===== config.mk =====
export PLATFORM = sky130hd
export DESIGN_NAME = exception_sequencer
export DESIGN_NICKNAME = d
export VERILOG_FILES = /design/src/rtl/exception_sequencer.sv
export SDC_FILE = /design/constraint.sdc
export NUM_CORES = 1
export LEC_CHECK = 0
export CELL_PAD_IN_SITES_DETAIL_PLACEMENT = 0
export CELL_PAD_IN_SITES_GLOBAL_PLACEMENT = 1
export CORE_MARGIN = 2
export CORE_UTILIZATION = 25
export DETAILED_ROUTE_END_ITERATION = 16
export PLACE_DENSITY_LB_ADDON = 0.12
export SLEW_MARGIN = 20
export SYNTH_ARGS = -nofsm -noshare
export SYNTH_HDL_FRONTEND = slang
export SYNTH_SLANG_ARGS = --single-unit

===== constraint.sdc =====
create_clock -name clock -period 3.2 [get_ports clock]
set_input_delay 0.64 -clock clock [delete_from_list [all_inputs] [get_ports clock]]
set_output_delay 0.64 -clock clock [all_outputs]
set_load 0.05 [all_outputs]

===== src/rtl/exception_sequencer.sv =====
// Exception/interrupt entry and eret exit sequencer for the CP0 path.
// Owns flush, stall, CP0 EPC/Cause/EXL writes and the PC redirect select.
module exception_sequencer #(
   parameter logic [31:0] VECTOR_ADDR = 32'h8000_0180
) (
   input  logic        clock,
   input  logic        reset,
   input  logic        instr_valid,
   input  logic [31:0] pc,
   input  logic        reserved_instr,
   input  logic        overflow,
   input  logic        syscall,
   input  logic        eret,
   input  logic        int_req,
   input  logic        int_enable,
   input  logic        exl,
   input  logic [31:0] epc_in,
   output logic        flush,
   output logic        stall,
   output logic        epc_we,
   output logic [31:0] epc_data,
   output logic        cause_we,
   output logic [4:0]  cause_code,
   output logic        exl_set,
   output logic        exl_clr,
   output logic        redirect,
   output logic [31:0] redirect_pc,
   output logic        int_pending
);

   localparam logic [1:0] IDLE   = 2'd0;
   localparam logic [1:0] SAVE   = 2'd1;
   localparam logic [1:0] VECTOR = 2'd2;
   localparam logic [1:0] RETURN = 2'd3;

   logic [1:0]  state;
   logic [1:0]  state_n;
   logic [4:0]  cause_q;
   logic [31:0] epc_q;
   logic        take;
   logic        take_int;
   logic        do_eret;
   logic [4:0]  code_n;
   logic [31:0] epc_n;

   // Synchronous traps outrank the interrupt; only one event per cycle.
   always_comb begin
      take     = 1'b0;
      take_int = 1'b0;
      code_n   = 5'd0;
      epc_n    = pc;
      if (state == IDLE) begin
         priority case (1'b1)
            instr_valid & reserved_instr: begin
               take   = 1'b1;
               code_n = 5'd10;
            end
            instr_valid & overflow: begin
               take   = 1'b1;
               code_n = 5'd12;
            end
            instr_valid & syscall: begin
               take   = 1'b1;
               code_n = 5'd8;
               epc_n  = pc + 32'd4;
            end
            int_pending & int_enable & ~exl: begin
               take     = 1'b1;
               take_int = 1'b1;
            end
            default: ;
         endcase
      end
   end

   assign do_eret = (state == IDLE) & ~take
                  & instr_valid & eret & exl;

   always_comb begin
      state_n = IDLE;
      unique case (state)
         IDLE: begin
            if (take)
               state_n = SAVE;
            else if (do_eret)
               state_n = RETURN;
         end
         SAVE:    state_n = VECTOR;
         VECTOR:  state_n = IDLE;
         RETURN:  state_n = IDLE;
         default: state_n = IDLE;
      endcase
   end

   always_ff @(posedge clock) begin
      if (reset) begin
         state       <= IDLE;
         int_pending <= 1'b0;
         cause_q     <= 5'd0;
         epc_q       <= 32'd0;
      end else begin
         state <= state_n;
         if (take) begin
            cause_q <= code_n;
            epc_q   <= epc_n;
         end
         // A live request re-latches even while the interrupt is being taken.
         if (int_req)
            int_pending <= 1'b1;
         else if (take_int)
            int_pending <= 1'b0;
      end
   end

   assign flush       = take;
   assign stall       = (state != IDLE);
   assign epc_we      = (state == SAVE);
   assign cause_we    = (state == SAVE);
   assign exl_set     = (state == SAVE);
   assign exl_clr     = (state == RETURN);
   assign redirect    = (state == VECTOR) | (state == RETURN);
   assign epc_data    = epc_q;
   assign cause_code  = (state == SAVE) ? cause_q : 5'd0;
   assign redirect_pc = (state == VECTOR) ? VECTOR_ADDR :
                        (state == RETURN) ? epc_in : 32'd0;

endmodule


Yosys cells after proc, flatten, opt, wreduce, memory -nomap -nowiden
Index checks and enable logic that the tools add are counted.
{ "totals": {"out_inout_bits": 77, "rom_bits": 0, "mem_count": 0, "latch_bits": 0, "register_bits": 40, "mem_bits_rw": 0, "in_bits": 74} }
{ "classes": {"muxes": 25, "n_eq_ne": 3, "order_cmp": 0, "shifts": 0, "n_bitwise": 12, "reduce_logical": 4, "add_sub_neg": 1, "mul": 0, "div": 0} }
{ "ops": {"columns": ["cell", "count"], "rows": [
  ["$mux W32", 6],
  ["$add A32 B3 Y32 const B", 1],
  ["$mux W4", 3],
  ["$mux W1", 11],
  ["$mux W5", 2],
  ["$and A1 B1 Y1", 9],
  ["$pmux W2 S3", 1],
  ["$eq A2 B2 Y1 const B", 2],
  ["$mux W2", 2],
  ["$reduce_bool A2 Y1", 2],
  ["$eq A2 B1 Y1 const B", 1],
  ["$logic_not A2 Y1", 1],
  ["$not A1 Y1", 2],
  ["$reduce_or A2 Y1", 1],
  ["$or A1 B1 Y1", 1]
]} }

Longest topological paths before layout
Gate-level depths: netlist of run 1.
{ "depth": {"word_depth": 15, "ltp_mapped": 7} }

Worst setup path before layout of run 1
No wires, ideal clock.
{ "synth_timing": {"kind": "reg-to-output", "start": "reg state[1]", "end": "out cause_code[1]", "path_slack_ns": 0.678, "n_path_buf": 1, "stages_incl_launch_ff": 4, "arrival_ns": 1.882, "cell_sequence": "dfxtp_1 > clkbuf_1 > nor2b_1 > and2_1"} }
{ "synth_between": {"elab_chain_cells": 2} }
{ "synth_lines": {"columns": ["item", "line_no", "text"], "rows": [
  ["start: declaration", "36", "logic [1:0] state;"],
  ["start signal: assignment", "102", "state <= state_n;"],
  ["$eq A2 B1 Y1", null, null],
  ["net cause_we", "22", "output logic cause_we,"],
  ["$mux W5", "123", "assign cause_code = (state == SAVE) ? cause_q : 5'd0;"],
  ["end: declaration", "23", "output logic [4:0] cause_code,"]
]} }
The timed path passes the listed nets, and every way through them passes these cells.

Worst setup path after layout of run 1
{ "layout_timing": {"start": "in epc_in[7]", "end": "out redirect_pc[7]"} }
{ "layout_between": {"elab_chain_cells": 2} }
{ "layout_lines": {"columns": ["item", "line_no", "text"], "rows": [
  ["start: declaration", "17", "input logic [31:0] epc_in,"],
  ["$mux W32", "125", "(state == RETURN) ? epc_in : 32'd0;"],
  ["$mux W32", "124", "assign redirect_pc = (state == VECTOR) ? VECTOR_ADDR :"],
  ["end: declaration", "27", "output logic [31:0] redirect_pc,"]
]} }
No other way between the ends.

==> results.py, run 1 <==
metrics = {
    "outcome": {
        "status": "finished clean",
    },
    "timing": {
        "tns_ps": 0,
        "finalCritPeriodShare_pct": 86.2,
        "worstMarginPinSlew_ps": 634,
        "slew_viol_final": 0,
        "fin_crit_ps": 2760,
        "hold_violations": 0,
        "skew_ps": 13.9,
        "relSlewSlack_pct": 57.6,
        "setup_viol": 0,
        "hold_ws_ps": 450,
        "fmax_ghz": 0.362,
        "rsz0062_at_grt": "no",
    },
    "route": {
        "post_drt_via_cell_ratio": 4.88,
        "drc": 0,
        "drt-pass1-iter-count": 4,
        "num_vias": 2680,
        "postRouteWirelength_um": 8410,
        "ant_nets": 0,
        "wl_per_cell_um": 15.3,
        "drt_iter0_markers": 55,
    },
    "cts": {
        "cts_buffers": 5,
        "cts_root_buf": "clkbuf_8",
        "post-cts-setup-buffer-count": 0,
        "cts_sinks": 38,
        "cts_tree": "yes",
        "htreeDepth": 2,
        "cts.path.max_buffers": 2,
        "ctsHoldBuffers": 0,
        "clk_latency_ps": 290,
        "cts_resized": 0,
        "clkTransAtPathRegs_ps": 60,
    },
    "synthesis": {
        "synth_largest_area_cell": "dfxtp_1",
        "yosys_warnings": 0,
        "yosysUniqueCellTypes": 44,
        "netlist_area_sq_mm": 0.00235,
        "yosysMostFrequentCell": "dfxtp_1",
        "yosys_most_used_dff": "dfxtp_1",
        "synth_common_cells": "dfxtp_1 (38), and3_1 (35), nor2_1 (34)",
        "synth_async_sr_flop_share_pct": 0,
        "ys_seq_area_share_pct": 32.4,
        "netlist.area_leader.share_pct": 32.4,
        "synth_seq_cells": 38,
        "netlist_instances": 298,
        "synth_area_leaders": "dfxtp_1 (32%), and3_1 (9.3%), a211oi_1 (7.3%), nor2_1 (5.4%), nand4_1 (4.5%)",
        "synth_edf_count": 0,
        "syn_avg_cell_area_sq_um": 7.89,
    },
    "critical_path": {
        "crit_fanout": 1,
        "critical_path.endpoint_type": "primary output",
        "cp.arrival_ps": 2120,
        "reg2regPathDepth": 6,
        "required_ps": 2560,
        "path_class": "in2out",
        "cp-start-kind": "input pin",
    },
    "finish": {
        "drive_above_1_share_pct": 5.25,
        "n_fill_cell": 940,
        "num_antenna_cells": 0,
        "fin_area_sq_mm": 0.00401,
        "area_growth_pct": 70.7,
        "post-route-util_pct": 43.6,
        "nNetsFinal": 513,
    },
    "global_route": {
        "antenna_found_initial": 0,
        "overflow": 0,
        "grt_pass1_wl_um": 13000,
        "grt_use_total_pct": 16.0,
        "first_global_vias": 2515,
        "grt_max_degree": 63,
    },
    "power_and_ir_drop": {
        "power.leakage_nw": 1.51,
        "peakVddDrop_v": 0.000178,
        "total_power_mw": 1.54,
        "p_per_area_mw_per_mm2": 385,
    },
    "place": {
        "gp_congestion": 0.883,
        "place_area_sq_mm": 0.00393,
        "dp_hpwl_um": 6630,
        "io_buffers": 148,
    },
    "job": {
        "maxCapViolations": 0,
    },
    "min_path": {
        "holdPathStages": 2,
        "hp-class": "reg2reg",
    },
    "floorplan": {
        "die_area_sq_mm": 0.0102,
        "ioPinCount": 151,
        "start_util_pct": 25.6,
        "die_height_um": 101,
        "dieWidth_um": 101,
        "coreArea_sq_mm": 0.00920,
        "rows": 35,
    },
}
worst max-delay path, cell delays in order:
cell	delay [ps]
clkdlybuf4s50_1	460
inv_1	40
a21boi_0	150
clkdlybuf4s50_1	830
state kept, by name (all words and copies together), names as in the netlist:
name and cells:
epc_data 32, int_pending 1, state 2, cause_q 3
kinds of logic after synthesis:
kind of cell	Yosys count	share of synthesized area [%]
AOI/OAI and AO/OA	53	16.0
xor gates and xnor gates	21	7.82
adders and majority gates	1	0.532
buffers and inverters	36	6.76
DFF	38	32.4
muxes	1	0.426
other	1	0.160
and+or+nand+nor	147	35.9
cell usage in the layout (no fill, tap or decap), types with 9 or more instances in the layout:
cell type / synthesis / final
nand2_1: 14 / 14
xor2_1: 11 / 11
inv_1: 10 / 10
xnor2_1: 10 / 10
dfxtp_1: 38 / 38
nor2_1: 34 / 34
and3_1: 35 / 35
a211oi_1: 23 / 23
clkdlybuf4s50_1: 0 / 146
nand4_1: 17 / 17
and2_1: 9 / 9
buf_4: 4 / 10
where the power goes:
part	switching, mW	internal, mW	total (mW)
logic	0.415	0.259	0.674
clock network	0.165	0.149	0.315
registers	0.0286	0.527	0.556
layout make-up:
type                    instances  area (sq um)  area share (%)
repair buffers                157          1560            38.8
multi-input cells             225          1440            35.8
flip-flops and latches         38           761            19.0
well taps                     111           139            3.46
clock buffers                   6          72.6            1.81
inverters                      11          41.3            1.03
clock inverters                 1          7.51           0.187
metrics by stage:
stage          cells  setup slack (ps)
2_1_floorplan    299               678
3_3_place_gp     542               212
3_5_place_dp     542               143
4_1_cts          549               441
5_1_grt          549               285
6_report         549               440
metal layers:
layer  track usage (%)  share of wire (%)  vias up  wire length [um]
li1                  -                  -     1364                 -
met1              19.8                 44     1205              3690
met2              27.8                 47      103              3990
met3              3.88                7.4        8               626
met4              4.37                1.3        0               108
met5                 0                  0        -                 0
final timing paths:
path                    from  slack (ps)              to
setup / recovery   epc_in[7]         440  redirect_pc[7]
hold / removal    cause_q[2]         450      cause_q[2]
setup reg to reg    state[1]         820    epc_data[31]
hold reg to reg   cause_q[2]         450      cause_q[2]
Power figures use the tool's default switching activity.
==> run 2, diff against run 1 <==
Settings changed: CAP_MARGIN from default to 20.
==> results of run 2 <==
Final layout, timing and power as in run 1 (identical DEF).
